## config.mk

```make
export PLATFORM = sky130hd
export DESIGN_NAME = tt_um_serial_rx
export DESIGN_NICKNAME = d
export VERILOG_FILES = /design/src/rtl/tt_um_serial_rx.sv
export SDC_FILE = /design/constraint.sdc
export NUM_CORES = 1
export LEC_CHECK = 0
export CAP_MARGIN = 20
export CORE_ASPECT_RATIO = 1.4
export CORE_MARGIN = 4
export CORE_UTILIZATION = 47
export CTS_BUF_LIST = sky130_fd_sc_hd__clkbuf_4
export CTS_CLUSTER_SIZE = 30
export DETAILED_ROUTE_END_ITERATION = 8
export PLACE_DENSITY = 0.78
export RECOVER_POWER = 25
export SETUP_SLACK_MARGIN = 0.1
export SLEW_MARGIN = 20
export SYNTH_ARGS = -nofsm -noshare
export SYNTH_HDL_FRONTEND = slang
export SYNTH_SLANG_ARGS = --single-unit
export TNS_END_PERCENT = 30
```

## constraint.sdc

```tcl
create_clock -name clk -period 1.9 [get_ports clk]
set_input_delay 0.475 -clock clk [delete_from_list [all_inputs] [get_ports clk]]
set_output_delay 0.475 -clock clk [all_outputs]
set_load 0.01 [all_outputs]
```

## src/rtl/tt_um_serial_rx.sv

```systemverilog
// 8N1 LSB-first serial receiver on the standard tile pinout.
// The received byte is held on uo_out; valid/frame_err/overrun/busy are reported on uio_out[3:0].
module tt_um_serial_rx #(
   parameter int unsigned CLKS_PER_BIT = 104
) (
   input  logic [7:0] ui_in,
   output logic [7:0] uo_out,
   input  logic [7:0] uio_in,
   output logic [7:0] uio_out,
   output logic [7:0] uio_oe,
   input  logic       ena,
   input  logic       clk,
   input  logic       rst_n
);

   localparam int unsigned CntW = (CLKS_PER_BIT > 2) ? $clog2(CLKS_PER_BIT) : 1;
   localparam logic [CntW-1:0] HalfM1 = CntW'(CLKS_PER_BIT / 2 - 1);
   localparam logic [CntW-1:0] FullM1 = CntW'(CLKS_PER_BIT - 1);

   typedef enum logic [1:0] {StIdle, StStart, StData, StStop} state_e;

   state_e          state_q, state_d;
   logic [CntW-1:0] cnt_q, cnt_d;
   logic [2:0]      idx_q, idx_d;
   logic [7:0]      shift_q, shift_d;
   logic [7:0]      hold_q, hold_d;
   logic            valid_q, valid_d;
   logic            ferr_q, ferr_d;
   logic            ovr_q, ovr_d;
   logic            busy_q, busy_d;

   logic rx_s1_q, rx_s2_q, rx_prev_q;
   logic ack_s1_q, ack_s2_q, ack_prev_q;
   logic rx_fall, ack_rise;

   assign rx_fall  = rx_prev_q & ~rx_s2_q;
   assign ack_rise = ack_s2_q & ~ack_prev_q;

   always_comb begin
      state_d = state_q;
      cnt_d   = cnt_q;
      idx_d   = idx_q;
      shift_d = shift_q;
      hold_d  = hold_q;
      valid_d = valid_q;
      ferr_d  = ferr_q;
      ovr_d   = ovr_q;

      if (ack_rise) begin
         valid_d = 1'b0;
         ferr_d  = 1'b0;
         ovr_d   = 1'b0;
      end

      if (!ena) begin
         state_d = StIdle;
         cnt_d   = '0;
         idx_d   = '0;
      end else begin
         case (state_q)
            StIdle: begin
               if (rx_fall) begin
                  state_d = StStart;
                  cnt_d   = '0;
               end
            end
            StStart: begin
               if (cnt_q == HalfM1) begin
                  cnt_d   = '0;
                  idx_d   = '0;
                  state_d = rx_s2_q ? StIdle : StData;
               end else begin
                  cnt_d = cnt_q + CntW'(1);
               end
            end
            StData: begin
               if (cnt_q == FullM1) begin
                  cnt_d          = '0;
                  shift_d[idx_q] = rx_s2_q;
                  if (idx_q == 3'd7) begin
                     state_d = StStop;
                  end else begin
                     idx_d = idx_q + 3'd1;
                  end
               end else begin
                  cnt_d = cnt_q + CntW'(1);
               end
            end
            StStop: begin
               if (cnt_q == FullM1) begin
                  cnt_d   = '0;
                  state_d = StIdle;
                  if (rx_s2_q) begin
                     // Capture takes priority over a coincident ack edge.
                     hold_d  = shift_q;
                     valid_d = 1'b1;
                     ferr_d  = 1'b0;
                     if (valid_q && !ack_rise) begin
                        ovr_d = 1'b1;
                     end
                  end else begin
                     ferr_d = 1'b1;
                  end
               end else begin
                  cnt_d = cnt_q + CntW'(1);
               end
            end
            default: state_d = StIdle;
         endcase
      end

      busy_d = (state_d != StIdle);
   end

   always_ff @(posedge clk or negedge rst_n) begin
      if (!rst_n) begin
         rx_s1_q    <= 1'b1;
         rx_s2_q    <= 1'b1;
         rx_prev_q  <= 1'b1;
         ack_s1_q   <= 1'b0;
         ack_s2_q   <= 1'b0;
         ack_prev_q <= 1'b0;
         state_q    <= StIdle;
         cnt_q      <= '0;
         idx_q      <= '0;
         shift_q    <= '0;
         hold_q     <= '0;
         valid_q    <= 1'b0;
         ferr_q     <= 1'b0;
         ovr_q      <= 1'b0;
         busy_q     <= 1'b0;
      end else begin
         rx_s1_q    <= ui_in[0];
         rx_s2_q    <= rx_s1_q;
         rx_prev_q  <= rx_s2_q;
         ack_s1_q   <= ui_in[1];
         ack_s2_q   <= ack_s1_q;
         ack_prev_q <= ack_s2_q;
         state_q    <= state_d;
         cnt_q      <= cnt_d;
         idx_q      <= idx_d;
         shift_q    <= shift_d;
         hold_q     <= hold_d;
         valid_q    <= valid_d;
         ferr_q     <= ferr_d;
         ovr_q      <= ovr_d;
         busy_q     <= busy_d;
      end
   end

   assign uo_out  = hold_q ^ {8{ui_in[2]}};
   assign uio_out = {4'b0000, busy_q, ovr_q, ferr_q, valid_q};
   assign uio_oe  = 8'b0000_1111;

   logic unused_ok;
   assign unused_ok = ^{uio_in, ui_in[7:3]};

endmodule

```

==> impl_results.md <==
- Filler instances: 346
- Die area: 5334 µm²
- Vias/cell: ~5.3
- Total track usage: 0.1418
- Final max-slew violation count: 0
- Number of core rows: 27
- Pwr dens: 571.8 nW/µm²
- Number of synthesized flops with an enable pin: 0
- Worst vdd ir: around 520 µV
- DIE WIDTH: around 63 µm
- Tmin final: 1.882 ns
- Crit end category: register
- Largest net degree at the start of global routing: 39
- CTS root buffer: clkbuf_4
- Chip height: about 85 µm
- Slew headroom: 0.3989
- WP data required: 2.13 ns
- First-pass GRT wire length: between 6000 and 7000 µm
- Clock latency on the worst-skew pair: 0.33 ns
- Final nets: 235
- Worst-path clk slew: 0.11 ns
- Core Area: 4020 µm²
- Proportion of layout cells with a drive suffix above 1: 0.3832
- Clock power frac: 0.293
- Fmax: 0.5313 GHz
- I/O Buffers: 17
- Met3 routed WL: 105 µm
- Number of antenna cells inserted: 0
- Cell Area, Synth: 1982 µm²
- Synth Flop Type: dfrtp_1
- Post-DRT Antenna Nets: 0
- Worst Skew: 0.006903 ns
- Class of the worst hold path: input port to async pin
- CTS buffer count: 5
- Sw Share: 0.2433
- LEAKAGE: approximately 1.1 nW
- Max Cap Viol: 0
- DP Area: between 2000 and 2500 µm²
- Internal power: 1.038 mW
- Synth-to-Final Area Change: 21.09%
- Final period util: 0.9907
- Antenna violations before repair: 0
- Actual slew at the worst max-slew pin: 0.9017 ns
- WL met1: 1422 µm
- Clk sink count: 38
- Fin area: 2400 µm²
- Vias in the first global route: 1412
- Crit Path Class: register to register
- Most common cell after layout, fill and taps aside: dfrtp_1
- Synth Register Bits: 38
- Setup violators final: 0
- RSZ-0062 raised after global routing: yes
- Part of the power in registers: 0.606
- Total grt overflow: 0
- Slowest cell delay on critical path: 0.54 ns
- Hold Fails Final Rpt: 0
- DR vias: 1366
- Crit-path cells: ha_4 > nand2_4 > or4_4 > nor4b_4 > mux2_4
- Starting Density: 0.4930
- DRT Pass-1 Iters: 4
- # DRC: 0
- Startpoint types: register
- Comb power frac: 0.101
- Commonest cells after routing, fill and taps aside: dfrtp_1 (33), buf_4 (26), nand2_1 (15)
- Post-Syn Area per Cell: 11.20 µm²
- H-tree Lvls: 2
- Seq/Total Area, Yosys: 0.4817
- Synth warn: 0
- CTS max path bufs: 2
- Hpwl dp: 2548 µm
- Final Wtd Congestion: 0.8039
- Status: finished clean
- Routed wl met2: approximately 1800 µm
- Final Util: 0.5970
- Io pins: 43
- Asr flop ratio synth: 1.000
- Crit path max fanout: 5
- Synth Instances: 177
- Iter 0 DRT Violations: 23
- Max layer used: met4
- CTS tree: yes
- Aggregate routed wire length: ~3400 µm
- Netlist cell types: 45
- Worst EP arrival: 2.11 ns
- Routed WL per cell: 13.25 µm
- Switch Pwr: 333.8 µW
- CP max stage cell: or4_4
[what timing repair did]
| action | 4_1_cts | 5_1_grt |
|---|---|---|
| pin swaps | 0 | 4 |
| setup buffers | 0 | 2 |
| gates resized for setup | 30 | 13 |
| hold buffers | 0 | 0 |
| endpoints found under the setup margin | 13 | 26 |
| hold endpoints to repair | 0 | 0 |
[layout make-up]
type | count | area (µm²) | area share
tap | 43 | 53.80 | 0.02242
inverter | 1 | 3.754 | 0.001564
timing repair buffer | 45 | 365.4 | 0.1522
clock inverter | 2 | 8.758 | 0.003650
sequential | 38 | 957.2 | 0.3989
multi-input combinational | 122 | 965.9 | 0.4025
clock buffer | 6 | 45.04 | 0.01877
[sequential cells by signal, indices dropped and copies added (netlist names)]
name        cells
cnt_q           7
rx_prev_q       1
busy_q          1
rx_s1_q         1
ack_s1_q        1
rx_s2_q         1
valid_q         1
ack_s2_q        1
ovr_q           1
ack_prev_q      1
ferr_q          1
idx_q           3
shift_q         8
state_q         2
hold_q          8
[worst paths after layout]
path,start,end,slack [ns],depth (start not counted)
hold / removal,rst_n,shift_q[3],0.33,2
min in group clk,ack_s1_q,ack_s2_q,0.36,0
hold reg to reg,ack_s1_q,ack_s2_q,0.36,0
setup reg to reg,cnt_q[0],shift_q[4],0.02,5
setup / recovery,cnt_q[0],shift_q[4],0.02,5
max in group asynchronous,rst_n,cnt_q[6],0.95,2
[synthesized netlist by cell type, types with 2 or more instances]
master	n	area [µm²]
nand2b_1	2	12.51
nor2_1	5	18.77
nor2b_1	4	25.02
nand2_1	17	63.81
a32o_1	2	20.02
mux2_2	15	168.9
nand3_1	6	30.03
clkbuf_1	5	18.77
buf_1	3	11.26
dfstp_2	3	78.83
nor4_1	2	12.51
buf_4	16	120.1
ha_1	3	37.54
and3_1	2	12.51
buf_6	2	22.52
a22o_1	4	35.03
nand4b_1	2	17.52
o21ai_0	7	35.03
o21a_1	2	15.01
or3_1	3	18.77
nor4b_2	2	30.03
o211ai_1	2	15.01
xor2_1	8	70.07
nor3_1	3	15.01
conb_1	2	7.510
nand4_1	2	12.51
dfrtp_1	35	875.8
[power by group through the flow]
stage / clock (mW) / sequential [mW] / combinational, mW
global route: 0.446 / 0.833 / 0.157
global placement: 0 / 0.847 / 0.140
detailed placement: 0 / 0.847 / 0.143
floorplan: 0 / 0.849 / 0.0843
finish: 0.402 / 0.831 / 0.139
CTS: 0.416 / 0.832 / 0.136
[cell families after synthesis]
logic type	synth area share
buffers and inverters	0.08902
XOR/XNOR	0.03535
AO/OA/AOI/OAI	0.09154
flip-flops	0.4817
multiplexers	0.09596
AND/OR/NAND/NOR	0.1837
other	0.003789
adder cells (fa/ha/maj)	0.01894
[worst max-delay path: cells and delay by family, from the launching register on]
family	cells	cell delay (ns)
adder cells (fa/ha/maj)	1	0.16
AND/OR/NAND/NOR	3	0.88
multiplexers	1	0.32
flip-flops	1	0.41
[per-stage QoR]
step           hold slack, ns  TNS (ns)  instances  power [mW]  worst slack [ns]
6_report               0.3331         0        257       1.372           0.01766
4_1_cts                0.1760  -0.08890        255       1.384          -0.05412
2_1_floorplan          0.1794  -0.08644        187      0.9329          -0.04386
3_3_place_gp           0.3337    -7.645        247      0.9870           -0.4086
5_1_grt                0.3720  -0.05153        257       1.437          -0.03745
3_5_place_dp           0.3347    -8.024        247      0.9903           -0.4226
[routing by layer]
layer / vias to the layer above / GRT usage
li1: 675 / -
met1: 657 / 0.1608
met2: 25 / 0.2555
met3: 9 / 0.03311
met4: 0 / 0.05422
met5: - / 0
No activity file was read; power rests on OpenSTA's default activity.
